[src/rtl/pcie_sched_pkg.sv]
// Shared definitions for the weighted round-robin class scheduler:
// FSM state encoding, class count, weight width and the class-index type.
package pcie_sched_pkg;

   localparam int NUM_CLASS = 4;
   localparam int WEIGHT_W  = 4;

   typedef logic [1:0] class_idx_t;

   typedef enum logic [1:0] {
      ST_IDLE   = 2'd0,
      ST_INIT   = 2'd1,
      ST_ACTIVE = 2'd2,
      ST_STALL  = 2'd3
   } state_t;

endpackage

[src/rtl/next_class_finder.sv]
// Rotate-priority search for the next eligible class after the current one
// (non-empty and non-zero weight), looking at cur+1, cur+2, cur+3 in that order.
module next_class_finder
   import pcie_sched_pkg::*;
(
   input  logic [NUM_CLASS-1:0] empty,
   input  logic [NUM_CLASS-1:0] nonzero,
   input  class_idx_t           cur,
   output logic                 found,
   output class_idx_t           idx
);

   class_idx_t cand;

   always_comb begin
      found = 1'b0;
      idx   = cur;
      cand  = cur;
      for (int unsigned k = 1; k < NUM_CLASS; k++) begin
         cand = cur + class_idx_t'(k);
         if (!found && !empty[cand] && nonzero[cand]) begin
            found = 1'b1;
            idx   = cand;
         end
      end
   end

endmodule

[src/rtl/wrr_scheduler.sv]
// Weighted round-robin scheduler popping class FIFOs 0-3 into destination
// FIFOs, with per-class credit, back-pressure stall and runtime reconfiguration.
module wrr_scheduler #(
   parameter int NUM_CLASS = pcie_sched_pkg::NUM_CLASS,
   parameter int WEIGHT_W  = pcie_sched_pkg::WEIGHT_W
) (
   input  logic                          clk,
   input  logic                          reset,
   input  logic                          init,
   input  logic [NUM_CLASS*WEIGHT_W-1:0] weight_in,
   input  logic [NUM_CLASS-1:0]          empty,
   input  logic [NUM_CLASS-1:0]          dest_almost_full,
   output logic [NUM_CLASS-1:0]          pop,
   output logic [1:0]                    grant_id,
   output logic [WEIGHT_W-1:0]           credit,
   output logic [1:0]                    state
);

   import pcie_sched_pkg::*;

   state_t              cur_state, nxt_state;
   logic [WEIGHT_W-1:0] wt     [NUM_CLASS];
   logic [WEIGHT_W-1:0] nxt_wt [NUM_CLASS];
   class_idx_t          grant, nxt_grant;
   logic [WEIGHT_W-1:0] cred, nxt_cred;
   logic [NUM_CLASS-1:0] nonzero;
   logic                found;
   class_idx_t          found_idx;
   logic                go;

   always_comb begin
      nonzero = '0;
      for (int unsigned i = 0; i < NUM_CLASS; i++) nonzero[i] = (wt[i] != '0);
   end

   next_class_finder u_finder (
      .empty   (empty),
      .nonzero (nonzero),
      .cur     (grant),
      .found   (found),
      .idx     (found_idx)
   );

   always_ff @(posedge clk or posedge reset) begin
      if (reset) begin
         cur_state <= ST_IDLE;
         grant     <= '0;
         cred      <= '0;
         for (int unsigned i = 0; i < NUM_CLASS; i++) wt[i] <= WEIGHT_W'(1);
      end else begin
         cur_state <= nxt_state;
         grant     <= nxt_grant;
         cred      <= nxt_cred;
         wt        <= nxt_wt;
      end
   end

   always_comb begin
      nxt_state = cur_state;
      nxt_grant = grant;
      nxt_cred  = cred;
      nxt_wt    = wt;
      pop       = '0;
      go        = (cur_state == ST_ACTIVE) && !(|dest_almost_full);

      if (go && !empty[grant] && cred != '0) pop[grant] = 1'b1;

      case (cur_state)
         ST_IDLE:   ;
         ST_INIT:   if (!init) nxt_state = ST_ACTIVE;
         ST_ACTIVE: if (|dest_almost_full) nxt_state = ST_STALL;
         ST_STALL:  if (!(|dest_almost_full)) nxt_state = ST_ACTIVE;
         default:   nxt_state = ST_IDLE;
      endcase

      // Last pop of a grant and a bubble cycle share one path: hand over, or reload in place.
      if (go) begin
         if (|pop && cred != WEIGHT_W'(1)) begin
            nxt_cred = cred - WEIGHT_W'(1);
         end else if (found) begin
            nxt_grant = found_idx;
            nxt_cred  = wt[found_idx];
         end else begin
            nxt_cred  = wt[grant];
         end
      end

      if (init) begin
         nxt_state = ST_INIT;
         for (int unsigned i = 0; i < NUM_CLASS; i++)
            nxt_wt[i] = weight_in[i*WEIGHT_W +: WEIGHT_W];
         nxt_grant = '0;
         nxt_cred  = weight_in[WEIGHT_W-1:0];
      end
   end

   assign grant_id = grant;
   assign credit   = cred;
   assign state    = cur_state;

endmodule

[config.mk]
export PLATFORM = sky130hd
export DESIGN_NAME = wrr_scheduler
export DESIGN_NICKNAME = d
export VERILOG_FILES = /design/src/rtl/pcie_sched_pkg.sv /design/src/rtl/next_class_finder.sv /design/src/rtl/wrr_scheduler.sv
export SDC_FILE = /design/constraint.sdc
export NUM_CORES = 1
export LEC_CHECK = 0
export BUFFER_PORTS_ARGS = -buffer_cell sky130_fd_sc_hd__buf_2
export CAP_MARGIN = 25
export CORE_ASPECT_RATIO = 0.8
export CORE_UTILIZATION = 50
export CTS_CLUSTER_DIAMETER = 200
export DETAILED_ROUTE_END_ITERATION = 10
export PLACE_DENSITY = 0.72
export SYNTH_ARGS = -nofsm -noshare
export SYNTH_HDL_FRONTEND = slang
export SYNTH_SLANG_ARGS = --single-unit
[constraint.sdc]
create_clock -name clk -period 3.13 [get_ports clk]
set_input_delay 0.1565 -clock clk [delete_from_list [all_inputs] [get_ports clk]]
set_output_delay 0.1565 -clock clk [all_outputs]
set_load 0.05 [all_outputs]
==> run summary <==
drt total wl: 5.56 mm
final hold slack: 98.3 ps
GRT Overall Usage: 27.8%
Yosys reg bits: 24
CP Max Fanout: 9
Worst Max-Slew Pin Slew: 623 ps
Final TNS setup: 0 ps
PortBufs: 38
largest family of logic cells by synthesized area: compound AO/OA/AOI/OAI gates
initial antenna violation count: 0
Layout Nets: 301
Flop pwr share: 38.6%
Clk pwr share: 25.7%
Skew-Pair Late Insertion Delay: 270 ps
commonest cells after routing, fill and taps aside: buf_2 (38), dfrtp_1 (18), nor2_1 (17)
Post-Synth Simple-Gate Area: 23.4%
Yosys cell types: 60
cell count after synthesis: 225
die width: 74.0 um
Final min period: 2830 ps
RD Place Congestion: 1.01
Max-Cap Viols: 0
HPWL Detailed: 4.17 mm
EDFF count, synth: 0
Worst EP required: 3300 ps
maximum number of pins on one net before global-route repair: 30
final period utilization: 90.5%
synthesis warning total: 0
Max Fclk: 353 MHz
P_sw: 393 uW
Initial Utilization: 53.4%
post-synthesis compound-gate area fraction: 24.3%
commonest non-fill, non-tap cell in the layout: buf_2
CTS HTree Levels: 1
Syn Nets: 261
final setup fails: 0
CTS clk-pin slew, worst paths: 90 ps
total number of vias: 2,022
DRC errors left: 0
1st-iter DRT viols: 175
synthesized area per cell: 9.20 um2
clk sink count: 24
asr flop ratio synth: 100%
Critical Path Sink Type: register
# resized after CTS: 0
Die Y-Extent: 59.6 um
Ant. Diodes: 0
dpl ws: 362 ps
setup ws final: 296 ps
Combinational Power Share: 35.7%
vias in the first global route: 1,866
TritonCTS clock tree: yes
worst-path cell chain: inv_1 > ha_1 > nor2b_1 > a221oi_1 > and3_1 > or4_4 > a211o_1 > a221o_1
Routed Antenna Nets: 0
pwr/cell area: 439 nW/um2
P_int: 678 uW
startpoint types: register
DIE AREA: 4400 um2
first drt pass iteration count: 5
CTS root buffer: clkbuf_8
Layout area overhead: 17.7%
Arr. time, crit path: 3000 ps
Core Rows: 20
slew margin rel.: 58.1%
xor/xnor cell area share of the yosys netlist: 0.423%
Worst path slowest cell: or4_4
layout cells sized above 1: 32.6%
Main synth FF type: dfrtp_1
Fin. Hold Viols: 0
post-synthesis mux area share: 13.6%
I/O pin total: 39
post-synthesis cell area: 2070 um2
status: finished clean
leading post-synthesis cells by cell area: dfrtp_1 (24%), mux2_2 (8.2%), ha_1 (5.4%), dfstp_2 (5.1%), mux4_2 (4.4%)
Synth area leader: dfrtp_1
share of Yosys cell area claimed by the top area cell type: 24.2%
core area: 3880 um2
RSZ-0062 raised after global routing: false
HP Class: primary input to register
Sw Ratio: 36.7%
number of vias per cell: 6.34
CTS Buf Count: 3
grt ovf: 0
Seq/Total Area, Yosys: 29.2%
Slew Viols, Final: 0
Peak VDD IR: 0.325 mV
WL/cell: 17.4 um
Synth Area in Adders: 5.44%
first-pass GRT wire length: 9.21 mm
CP peak stage delay: 560 ps
setup skew after layout: 5.52 ps
CP Class: register to register
leakage power total: 0.00102 uW
worst-case clock buffer depth: 2
kinds of logic after synthesis:
| kind of cell | count (synthesis) |
|---|---|
| simple gates | 81 |
| compound gates | 70 |
| flops | 24 |
| mux | 21 |
| buf+inv | 19 |
| fa+ha+maj | 9 |
| xor+xnor | 1 |
final timing paths:
kind,cells past startpoint,slack [ps],start,end
setup / recovery,8,300,grant_id[1]$_DFFE_PP0P_,credit[2]$_DFFE_PP0P_
hold / removal,3,100,weight_in[14],wt[2]$_DFFE_PP0P_
setup reg to reg,8,300,grant_id[1]$_DFFE_PP0P_,credit[2]$_DFFE_PP0P_
hold reg to reg,2,560,state[1]$_DFFE_PP0P_,state[1]$_DFFE_PP0P_
max in group asynchronous,4,2380,reset,wt[12]$_DFFE_PP1P_
min in group asynchronous,3,320,reset,wt[5]$_DFFE_PP0P_
layer usage:
layer  share of wire (%)  vias up  global-route usage [%]  wire length [um]
li1                    -      947                       -                 -
met1                  45      952                    39.5              2480
met2                  45      109                    42.9              2520
met3                 8.6       14                    6.12               478
met4                 1.4        0                    6.87                78
met5                   0        -                       0                 0
cells in the mapped netlist (7+ instances only):
library cell / count
dfrtp_1: 20
nor2_1: 17
nand2_1: 16
mux2_2: 15
o21ai_0: 13
a21oi_1: 12
a22oi_1: 10
ha_1: 9
inv_1: 8
nand3_1: 8
clkbuf_1: 7
critical path, delay by kind of cell (launching register included):
kind | cells | cell delay, ps
and+or+nand+nor | 3 | 1070
DFF | 1 | 360
AOI/OAI and AO/OA | 3 | 730
adders and majority gates | 1 | 470
buffers and inverters | 1 | 90
registers in the layout (all words and copies together), names as in the netlist:
| signal | flops |
|---|---|
| credit | 4 |
| grant_id | 2 |
| wt | 16 |
| state | 2 |
per-stage QoR:
step,utilization [%],total power [uW],cells,instance area [um2]
4_1_cts,61.9,1070,317,2400
3_3_place_gp,60.0,789,313,2330
6_report,62.8,1070,319,2440
3_5_place_dp,60.0,789,313,2330
2_1_floorplan,-,686,225,2080
5_1_grt,62.8,1130,319,2440
power by group through the flow:
| stage | registers [uW] | logic (uW) | clock network (uW) |
|---|---|---|---|
| global placement | 419 | 370 | 0 |
| CTS | 412 | 374 | 283 |
| floorplan | 462 | 224 | 0 |
| finish | 413 | 382 | 275 |
| detailed placement | 418 | 371 | 0 |
| global route | 419 | 421 | 293 |
final cells by class:
class | instances | area (um2)
Clock inverter | 1 | 30.0
Clock buffer | 3 | 41.3
Fill cell | 338 | 1440
Inverter | 9 | 33.8
Multi-Input combinational cell | 182 | 1390
Tap cell | 55 | 68.8
Sequential cell | 24 | 608
Timing Repair Buffer | 45 | 265
repair_timing:
| item | in CTS | in global routing |
|---|---|---|
| hold buffers | 0 | 1 |
| setup endpoints to repair | 0 | 0 |
| setup buffers | 0 | 0 |
| hold endpoints to repair | 0 | 20 |
Note: power is estimated with default switching activity, not from simulation.
